<file path="config.mk">
export PLATFORM = sky130hd
export DESIGN_NAME = priv_1_12_csr_arbiter_flat
export DESIGN_NICKNAME = d
export VERILOG_FILES = /design/src/rtl/priv_1_12_csr_arbiter_if.sv /design/src/rtl/priv_1_12_csr_arbiter.sv /design/src/flat_wrapper.sv
export SDC_FILE = /design/constraint.sdc
export NUM_CORES = 1
export LEC_CHECK = 0
export BUFFER_PORTS_ARGS = -buffer_cell sky130_fd_sc_hd__buf_2
export CAP_MARGIN = 20
export CORE_AREA = 2 2 99 101
export CTS_CLUSTER_DIAMETER = 150
export CTS_CLUSTER_SIZE = 25
export DETAILED_ROUTE_END_ITERATION = 12
export DIE_AREA = 0 0 101 103
export HOLD_SLACK_MARGIN = 0.05
export PLACE_DENSITY = 0.79
export SLEW_MARGIN = 30
export SYNTH_ARGS = -nofsm -noshare
export SYNTH_HDL_FRONTEND = slang
export SYNTH_SLANG_ARGS = --single-unit
</file>
<file path="constraint.sdc">
create_clock -name CLK -period 2.4 [get_ports CLK]
set_input_delay 0.12 -clock CLK [delete_from_list [all_inputs] [get_ports CLK]]
set_output_delay 0.12 -clock CLK [all_outputs]
set_load 0.005 [all_outputs]
</file>
<file path="src/rtl/priv_1_12_csr_arbiter_if.sv">
// Bundle between the two CSR requesters (core pipeline, debug module), the
// arbiter, and the single CSR-file access port.
interface priv_1_12_csr_arbiter_if #(
  parameter int unsigned ADDR_W = 12,
  parameter int unsigned DATA_W = 32
);
  logic              core_req;
  logic [ADDR_W-1:0] core_addr;
  logic [1:0]        core_op;
  logic [DATA_W-1:0] core_wdata;
  logic [1:0]        core_priv;
  logic              core_flush;
  logic              core_ack;
  logic [DATA_W-1:0] core_rdata;
  logic              core_invalid;

  logic              dbg_req;
  logic [ADDR_W-1:0] dbg_addr;
  logic [1:0]        dbg_op;
  logic [DATA_W-1:0] dbg_wdata;
  logic              dbg_ack;
  logic [DATA_W-1:0] dbg_rdata;
  logic              dbg_invalid;

  logic              trap_inject;

  logic [ADDR_W-1:0] csr_addr;
  logic              csr_write;
  logic              csr_set;
  logic              csr_clear;
  logic [DATA_W-1:0] new_csr_val;
  logic              valid_write;
  logic [1:0]        curr_priv;
  logic [DATA_W-1:0] old_csr_val;
  logic              invalid_csr;
  logic              busy;

  // Arbiter side
  modport slave (
    input  core_req, core_addr, core_op, core_wdata, core_priv, core_flush,
    output core_ack, core_rdata, core_invalid,
    input  dbg_req, dbg_addr, dbg_op, dbg_wdata,
    output dbg_ack, dbg_rdata, dbg_invalid,
    input  trap_inject,
    output csr_addr, csr_write, csr_set, csr_clear, new_csr_val, valid_write, curr_priv,
    input  old_csr_val, invalid_csr,
    output busy
  );

  // Requester / CSR-file side
  modport master (
    output core_req, core_addr, core_op, core_wdata, core_priv, core_flush,
    input  core_ack, core_rdata, core_invalid,
    output dbg_req, dbg_addr, dbg_op, dbg_wdata,
    input  dbg_ack, dbg_rdata, dbg_invalid,
    output trap_inject,
    input  csr_addr, csr_write, csr_set, csr_clear, new_csr_val, valid_write, curr_priv,
    output old_csr_val, invalid_csr,
    input  busy
  );
endinterface

</file>
<file path="src/rtl/priv_1_12_csr_arbiter.sv">
// Round-robin arbiter sharing the CSR-file port between core and debug;
// each access is READ, WRITE, RESP so requesters see atomic read-modify-write.
module priv_1_12_csr_arbiter #(
  parameter int unsigned ADDR_W = 12,
  parameter int unsigned DATA_W = 32
) (
  input  logic                     CLK,
  input  logic                     nRST,
  priv_1_12_csr_arbiter_if.slave   bus
);
  typedef enum logic [1:0] {IDLE, READ, WRITE, RESP} state_t;

  state_t            r_state, w_next;
  logic              r_gnt_dbg;
  logic              r_last_dbg;
  logic              r_inv;
  logic [DATA_W-1:0] r_rdata;

  logic              w_core_req, w_grant, w_gnt_dbg, w_flush, w_active;
  logic [ADDR_W-1:0] w_addr;
  logic [1:0]        w_op, w_priv;
  logic [DATA_W-1:0] w_wdata;

  assign w_core_req = bus.core_req & ~bus.core_flush;
  assign w_grant    = ~bus.trap_inject & (w_core_req | bus.dbg_req);
  // Debug wins only when core is absent or core was granted last.
  assign w_gnt_dbg  = bus.dbg_req & (~w_core_req | ~r_last_dbg);
  assign w_active   = (r_state == READ) || (r_state == WRITE);
  assign w_flush    = w_active & ~r_gnt_dbg & bus.core_flush;

  assign w_addr  = r_gnt_dbg ? bus.dbg_addr  : bus.core_addr;
  assign w_op    = r_gnt_dbg ? bus.dbg_op    : bus.core_op;
  assign w_wdata = r_gnt_dbg ? bus.dbg_wdata : bus.core_wdata;
  assign w_priv  = r_gnt_dbg ? 2'b11         : bus.core_priv;

  always_ff @(posedge CLK or negedge nRST) begin
    if (!nRST) begin
      r_state    <= IDLE;
      r_gnt_dbg  <= 1'b0;
      r_last_dbg <= 1'b1;
      r_inv      <= 1'b0;
      r_rdata    <= '0;
    end else begin
      r_state <= w_next;
      if (r_state == IDLE && w_grant) r_gnt_dbg <= w_gnt_dbg;
      if (r_state == READ) begin
        r_rdata <= bus.old_csr_val;
        r_inv   <= bus.invalid_csr;
      end
      if (r_state == RESP || w_flush) r_last_dbg <= r_gnt_dbg;
    end
  end

  always_comb begin
    w_next           = r_state;
    bus.csr_addr     = '0;
    bus.csr_write    = 1'b0;
    bus.csr_set      = 1'b0;
    bus.csr_clear    = 1'b0;
    bus.new_csr_val  = '0;
    bus.valid_write  = 1'b0;
    bus.curr_priv    = 2'b00;
    bus.core_ack     = 1'b0;
    bus.core_rdata   = '0;
    bus.core_invalid = 1'b0;
    bus.dbg_ack      = 1'b0;
    bus.dbg_rdata    = '0;
    bus.dbg_invalid  = 1'b0;
    bus.busy         = (r_state != IDLE);

    unique case (r_state)
      IDLE: if (w_grant) w_next = READ;
      READ, WRITE: begin
        bus.csr_addr  = w_addr;
        bus.curr_priv = w_priv;
        // A read is issued as set-with-zero so the CSR file still decodes access rights.
        unique case (w_op)
          2'b00: bus.csr_set = 1'b1;
          2'b01: begin bus.csr_write = 1'b1; bus.new_csr_val = w_wdata; end
          2'b10: begin bus.csr_set   = 1'b1; bus.new_csr_val = w_wdata; end
          default: begin bus.csr_clear = 1'b1; bus.new_csr_val = w_wdata; end
        endcase
        if (r_state == WRITE)
          bus.valid_write = ~((w_op == 2'b00) | r_inv | (w_op[1] & (w_wdata == '0))
                              | bus.trap_inject | w_flush);
        if (w_flush)                w_next = IDLE;
        else if (r_state == READ)   w_next = WRITE;
        else                        w_next = RESP;
      end
      RESP: begin
        if (r_gnt_dbg) begin
          bus.dbg_ack      = 1'b1;
          bus.dbg_rdata    = r_rdata;
          bus.dbg_invalid  = r_inv;
        end else begin
          bus.core_ack     = 1'b1;
          bus.core_rdata   = r_rdata;
          bus.core_invalid = r_inv;
        end
        w_next = IDLE;
      end
      default: w_next = IDLE;
    endcase
  end
endmodule

</file>
<file path="src/flat_wrapper.sv">
// flat-port wrapper written by rule: the top's interface ports become plain ports
module priv_1_12_csr_arbiter_flat 
#(
  parameter int unsigned ADDR_W = 12,
  parameter int unsigned DATA_W = 32
)
  (CLK, nRST, bus_core_req, bus_core_addr, bus_core_op, bus_core_wdata, bus_core_priv, bus_core_flush, bus_core_ack, bus_core_rdata, bus_core_invalid, bus_dbg_req, bus_dbg_addr, bus_dbg_op, bus_dbg_wdata, bus_dbg_ack, bus_dbg_rdata, bus_dbg_invalid, bus_trap_inject, bus_csr_addr, bus_csr_write, bus_csr_set, bus_csr_clear, bus_new_csr_val, bus_valid_write, bus_curr_priv, bus_old_csr_val, bus_invalid_csr, bus_busy);
  priv_1_12_csr_arbiter_if #(.ADDR_W(ADDR_W), .DATA_W(DATA_W)) bus_i ();
  input  logic CLK;
  input  logic nRST;
  input wire logic [$bits(bus_i.core_req)-1:0] bus_core_req;
  input wire logic [$bits(bus_i.core_addr)-1:0] bus_core_addr;
  input wire logic [$bits(bus_i.core_op)-1:0] bus_core_op;
  input wire logic [$bits(bus_i.core_wdata)-1:0] bus_core_wdata;
  input wire logic [$bits(bus_i.core_priv)-1:0] bus_core_priv;
  input wire logic [$bits(bus_i.core_flush)-1:0] bus_core_flush;
  output wire logic [$bits(bus_i.core_ack)-1:0] bus_core_ack;
  output wire logic [$bits(bus_i.core_rdata)-1:0] bus_core_rdata;
  output wire logic [$bits(bus_i.core_invalid)-1:0] bus_core_invalid;
  input wire logic [$bits(bus_i.dbg_req)-1:0] bus_dbg_req;
  input wire logic [$bits(bus_i.dbg_addr)-1:0] bus_dbg_addr;
  input wire logic [$bits(bus_i.dbg_op)-1:0] bus_dbg_op;
  input wire logic [$bits(bus_i.dbg_wdata)-1:0] bus_dbg_wdata;
  output wire logic [$bits(bus_i.dbg_ack)-1:0] bus_dbg_ack;
  output wire logic [$bits(bus_i.dbg_rdata)-1:0] bus_dbg_rdata;
  output wire logic [$bits(bus_i.dbg_invalid)-1:0] bus_dbg_invalid;
  input wire logic [$bits(bus_i.trap_inject)-1:0] bus_trap_inject;
  output wire logic [$bits(bus_i.csr_addr)-1:0] bus_csr_addr;
  output wire logic [$bits(bus_i.csr_write)-1:0] bus_csr_write;
  output wire logic [$bits(bus_i.csr_set)-1:0] bus_csr_set;
  output wire logic [$bits(bus_i.csr_clear)-1:0] bus_csr_clear;
  output wire logic [$bits(bus_i.new_csr_val)-1:0] bus_new_csr_val;
  output wire logic [$bits(bus_i.valid_write)-1:0] bus_valid_write;
  output wire logic [$bits(bus_i.curr_priv)-1:0] bus_curr_priv;
  input wire logic [$bits(bus_i.old_csr_val)-1:0] bus_old_csr_val;
  input wire logic [$bits(bus_i.invalid_csr)-1:0] bus_invalid_csr;
  output wire logic [$bits(bus_i.busy)-1:0] bus_busy;
  assign bus_i.core_req = bus_core_req;
  assign bus_i.core_addr = bus_core_addr;
  assign bus_i.core_op = bus_core_op;
  assign bus_i.core_wdata = bus_core_wdata;
  assign bus_i.core_priv = bus_core_priv;
  assign bus_i.core_flush = bus_core_flush;
  assign bus_core_ack = bus_i.core_ack;
  assign bus_core_rdata = bus_i.core_rdata;
  assign bus_core_invalid = bus_i.core_invalid;
  assign bus_i.dbg_req = bus_dbg_req;
  assign bus_i.dbg_addr = bus_dbg_addr;
  assign bus_i.dbg_op = bus_dbg_op;
  assign bus_i.dbg_wdata = bus_dbg_wdata;
  assign bus_dbg_ack = bus_i.dbg_ack;
  assign bus_dbg_rdata = bus_i.dbg_rdata;
  assign bus_dbg_invalid = bus_i.dbg_invalid;
  assign bus_i.trap_inject = bus_trap_inject;
  assign bus_csr_addr = bus_i.csr_addr;
  assign bus_csr_write = bus_i.csr_write;
  assign bus_csr_set = bus_i.csr_set;
  assign bus_csr_clear = bus_i.csr_clear;
  assign bus_new_csr_val = bus_i.new_csr_val;
  assign bus_valid_write = bus_i.valid_write;
  assign bus_curr_priv = bus_i.curr_priv;
  assign bus_i.old_csr_val = bus_old_csr_val;
  assign bus_i.invalid_csr = bus_invalid_csr;
  assign bus_busy = bus_i.busy;
  priv_1_12_csr_arbiter #(.ADDR_W(ADDR_W), .DATA_W(DATA_W)) u_core (.CLK(CLK), .nRST(nRST), .bus(bus_i));
endmodule
</file>
# [After elaboration in Yosys (flattened, before gate mapping)]
# Index checks and enable logic that the tools add are counted.
[totals] regBits=37 input_bits=133 output_inout_bits=119
[classes] eq_ne=6 n_mux=32 n_bitwise=18 reduce_logical=10
[ops] op="$mux 32" n=7
[ops] op="$logic_not 32->1" n=1
[ops] op="$mux 12" n=2
[ops] op="$mux 1" n=17
[ops] op="$mux 2" n=5
[ops] op="$and 1x1->1" n=6
[ops] op="$eq 2x2->1 const B" n=3
[ops] op="$not 1->1" n=6
[ops] op="$or 1x1->1" n=6
[ops] op="$pmux 2 s3" n=1
[ops] op="$eq 2x1->1 const B" n=2
[ops] op="$logic_not 2->1" n=2
[ops] op="$reduce_or 2->1" n=2
[ops] op="$reduce_or 3->1" n=1
[ops] op="$logic_or 1x1->1" n=2
[ops] op="$ne 2x1->1 const B" n=1
[ops] op="$reduce_bool 2->1" n=1
[ops] op="$logic_and 1x1->1" n=1

# [Logic depth before layout (Yosys ltp)]
[logic_depth] word_depth=9 mapped_depth=7 depth_no_buf=6

# [Worst setup path after synthesis]
# No wires, ideal clock.
[synth_path] path_kind="reg2reg" start="register u_core.r_state[1]" end="register u_core.r_inv" setup_time_ps=125 arrival_ps=1535 required_time_ps=2275 setup_slack_ps=740 path_stages_with_launch=6 path_buffers=2 cell_sequence="dfrtp_1 -> inv_1 -> ha_1 -> clkbuf_1 -> buf_1 -> mux2_2"
[synth_via] elab_chain_len=1
[synth_lines] item="from (decl)" line_no="priv_1_12_csr_arbiter.sv:13" text="state_t r_state, w_next;"
[synth_lines] item="from (signal assigned)" line_no="priv_1_12_csr_arbiter.sv:44" text="r_state <= w_next;"
[synth_lines] item="$eq 2x1->1" line_no="priv_1_12_csr_arbiter.sv:46" text="if (r_state == READ) begin"
[synth_lines] item="to (signal assigned)" line_no="priv_1_12_csr_arbiter.sv:48" text="r_inv <= bus.invalid_csr;"
[synth_lines] item="to (decl)" line_no="priv_1_12_csr_arbiter.sv:16" text="logic r_inv;"
# Every way passes these cells.
# A chain may end at the register's enable or synchronous reset.

# [Worst setup path in the final report]
[layout_path] start="register u_core.r_gnt_dbg" end="output bus_valid_write"
[layout_via] elab_chain_len=9
[layout_lines] item="from (decl)" line_no="priv_1_12_csr_arbiter.sv:14" text="logic r_gnt_dbg;"
[layout_lines] item="from (signal assigned)" line_no="priv_1_12_csr_arbiter.sv:45" text="if (r_state == IDLE && w_grant) r_gnt_dbg <= w_gnt_dbg;"
[layout_lines] item="$mux 32 or $mux 2 (tied branches)" line_no="priv_1_12_csr_arbiter.sv:33, priv_1_12_csr_arbiter.sv:32"
[layout_lines] item="$logic_not 32->1 or $logic_not 2->1 (tied branches)" line_no="priv_1_12_csr_arbiter.sv:84" text="bus.valid_write = ~((w_op == 2'b00) | r_inv | (w_op[1] & (w_wdata == '0))"
[layout_lines] item="$and 1x1->1 or $or 1x1->1 (tied branches)" line_no="priv_1_12_csr_arbiter.sv:84"
[layout_lines] item="$or 1x1->1" line_no="priv_1_12_csr_arbiter.sv:84"
[layout_lines] item="$or 1x1->1" line_no="priv_1_12_csr_arbiter.sv:85" text="| bus.trap_inject | w_flush);"
[layout_lines] item="$or 1x1->1 (*)" line_no="priv_1_12_csr_arbiter.sv:85"
[layout_lines] item="$not 1->1 (*)" line_no="priv_1_12_csr_arbiter.sv:84"
[layout_lines] item="$mux 1 (*)" line_no="priv_1_12_csr_arbiter.sv:83" text="if (r_state == WRITE)"
[layout_lines] item="$mux 1 (*)" line_no="priv_1_12_csr_arbiter.sv:71" text="unique case (r_state)"
[layout_lines] item="to (decl)" line_no="flat_wrapper.sv:33" text="output wire logic [$bits(bus_i.valid_write)-1:0] bus_valid_write;"
# Every way passes the cells marked *; elsewhere a longest branch is shown, timed or not.

==> results.toml <==
[logic_synthesis]
synth_seq_cells = 37
syn_inst = 317
ys_seq_area_share_pct = 32.2
ys.flop_type = "dfrtp_1"
yosys.cell_types.count = 30
yosys_warnings = 0
syn_nets = 454
synth_edf_count = 0
async_flop_share_pct = 100
netlist_area_sq_um = 2880
synth_area_per_cell_sq_um = 9.07

[timing]
setup_slack_ns = 0.118
worst_pin_slew_ns = 0.852
fmaxAchievable_mhz = 438
skew_ns = 0.00686
timing.setup.tns_ns = 0
setup_viol = 0
fin_crit_sh_pct = 95.1
relSlewSlack_pct = 43.2
min_period_ns = 2.28
rsz0062_at_grt = "no"
fin_hold_ws_ns = 0.0647
slew_violations = 0
hold_viol = 0

[power_and_ir_drop]
p_clk_share_pct = 11.0
internal_power_mw = 2.94
p_total_mw = 5.02
seqPwrFrac_pct = 24.6
combPwrFrac_pct = 64.4
netSwitchingPower_mw = 2.08
power.leakage_nw = 2.68
powerDensity_nw_per_um2 = 1110
max-vdd-ir-drop_mv = 0.534
switching_share_pct = 41.4

[floorplanning]
die_w_microns = 101
core_area_sq_um = 9460
num_rows = 36
die_area_sq_um = 10400
dieHeight_microns = 103
ioPinCount = 252
initial_core_util_pct = 30.4

[detailed_routing]
wl_per_cell_microns = 15.5
drtPass1Iterations = 4
drt_iter0_drc = 75
viasPerCell = 4.97
route.antenna.remaining_nets = 0
drc = 0
routed_wl_microns = 10600
dr_total_vias = 3411

[final_layout]
layout_commonest_cell = "buf_2"
drive_gt1_share_pct = 53.2
diodes = 0
fill_cells = 914
final_nets = 709
synthToLayoutAreaGrowth_pct = 57.7
mostFrequentLayoutCells = "buf_2, mux2i_1, nor2_1"

[grt]
overflow = 0
first_global_vias = 3061
grtUsageTotal_pct = 18.2
grt_pass1_wl_microns = 15000
grt_max_degree = 39
antenna_found_initial = 1

[placement]
io_buffers = 251
dp_slack_ns = 0.379
hpwl_microns = 8090
gp_congestion = 0.838

[worst_setup_path]
cp.required_ns = 2.28
startpoint_type = "flop"
cp_max_fo = 12
worstSetupPathType = "flop to output pin"
endpoint_kind = "output pin"
worstPathArrival_ns = 2.16

[clock_network]
cts_made_buffers = 5
cts_tree = "yes"
clock_latency_ns = 0.29
cts.reportedPaths.clkPinSlew_ns = 0.08
cts_buffer_depth = 2
root_buffer = "clkbuf_8"
cts_sinks = 37
cts_max_level = 2

[status]
status = "completed"

[flow_run]
max-cap-violations = 0

[hold_path]
hold_class = "primary input to flop"
[flip-flops by register name, indices dropped and copies added, names as in the netlist]
| name | count |
|---|---|
| u_core.r_gnt_dbg | 1 |
| u_core.r_state | 2 |
| u_core.r_last_dbg | 1 |
| u_core.r_rdata | 32 |
| u_core.r_inv | 1 |
[what timing repair did]
item                                    in CTS  in global routing
hold buffers                                14                  1
setup buffers                                0                  0
gates resized for setup                      0                  1
endpoints found under the hold margin       49                  1
endpoints found under the setup margin       0                  1
[cell families after synthesis]
kind of cell	synth area share [%]
AO/OA/AOI/OAI	3.09
flip-flops	32.2
buffers and inverters	4.40
multiplexers	28.2
AND/OR/NAND/NOR	30.3
adder cells (fa/ha/maj)	1.74
[through the flow]
stage               instance area, sq um  instances  util [%]
global route                        4530        687      47.9
detailed placement                  4260        664      45.1
CTS                                 4520        686      47.8
floorplan                           2880        317         -
global placement                    4260        664      45.1
finish                              4530        687      47.9
[cells in the mapped netlist (all sizes together), types with 4 or more instances]
cell	count	area [sq um]
and3	34	213
clkbuf	16	60.1
mux2	33	372
dfrtp	36	901
mux2i	44	440
nor2	39	146
nor2b	14	87.6
nor4	9	56.3
or4	5	37.5
and2	36	225
ha	4	50.1
buf	10	47.6
inv	5	18.8
[worst max-delay path, cell delays in order, from the launching register on]
cell	delay (ns)
dfrtp_4	0.56
nor4_1	0.34
nand4_1	0.12
or4_1	0.44
a22oi_2	0.21
nor3_1	0.06
buf_2	0.14
[power by group through the flow]
stage	clock network [mW]	logic (mW)	registers (mW)
global placement	0	3.14	1.21
CTS	0.580	3.25	1.23
detailed placement	0	3.22	1.23
global route	0.600	3.57	1.28
floorplan	0	2.03	1.10
finish	0.549	3.23	1.24
[layer usage]
layer | vias up | GRT usage [%] | part of all wire, %
li1 | 1627 | - | -
met1 | 1612 | 20.0 | 39
met2 | 160 | 35.6 | 53
met3 | 10 | 3.32 | 6.8
met4 | 2 | 5.09 | 1.0
met5 | - | 0 | 0.18
[path summary, 6_finish.rpt]
path                                      from                  to  slack [ns]  cells after the start
max in group asynchronous                 nRST    u_core.r_gnt_dbg        1.29                      2
min reg2reg                 u_core.r_rdata[29]  u_core.r_rdata[29]        0.53                      1
min in group asynchronous                 nRST  u_core.r_rdata[13]        0.47                      2
min                        bus_old_csr_val[25]  u_core.r_rdata[25]        0.06                      2
max                           u_core.r_gnt_dbg     bus_valid_write        0.12                      6
max reg2reg                   u_core.r_gnt_dbg   u_core.r_state[0]        0.81                      4
[area by class of cell]
cell class,instances,area [sq um],area share [%]
timing repair buffer,274,1480,32.6
inverter,5,18.8,0.414
clock inverter,3,46.3,1.02
multi-input combinational,249,1850,40.7
clock buffer,5,68.8,1.52
sequential,37,931,20.5
tap,114,143,3.15
(Power assumes the default switching activity.)
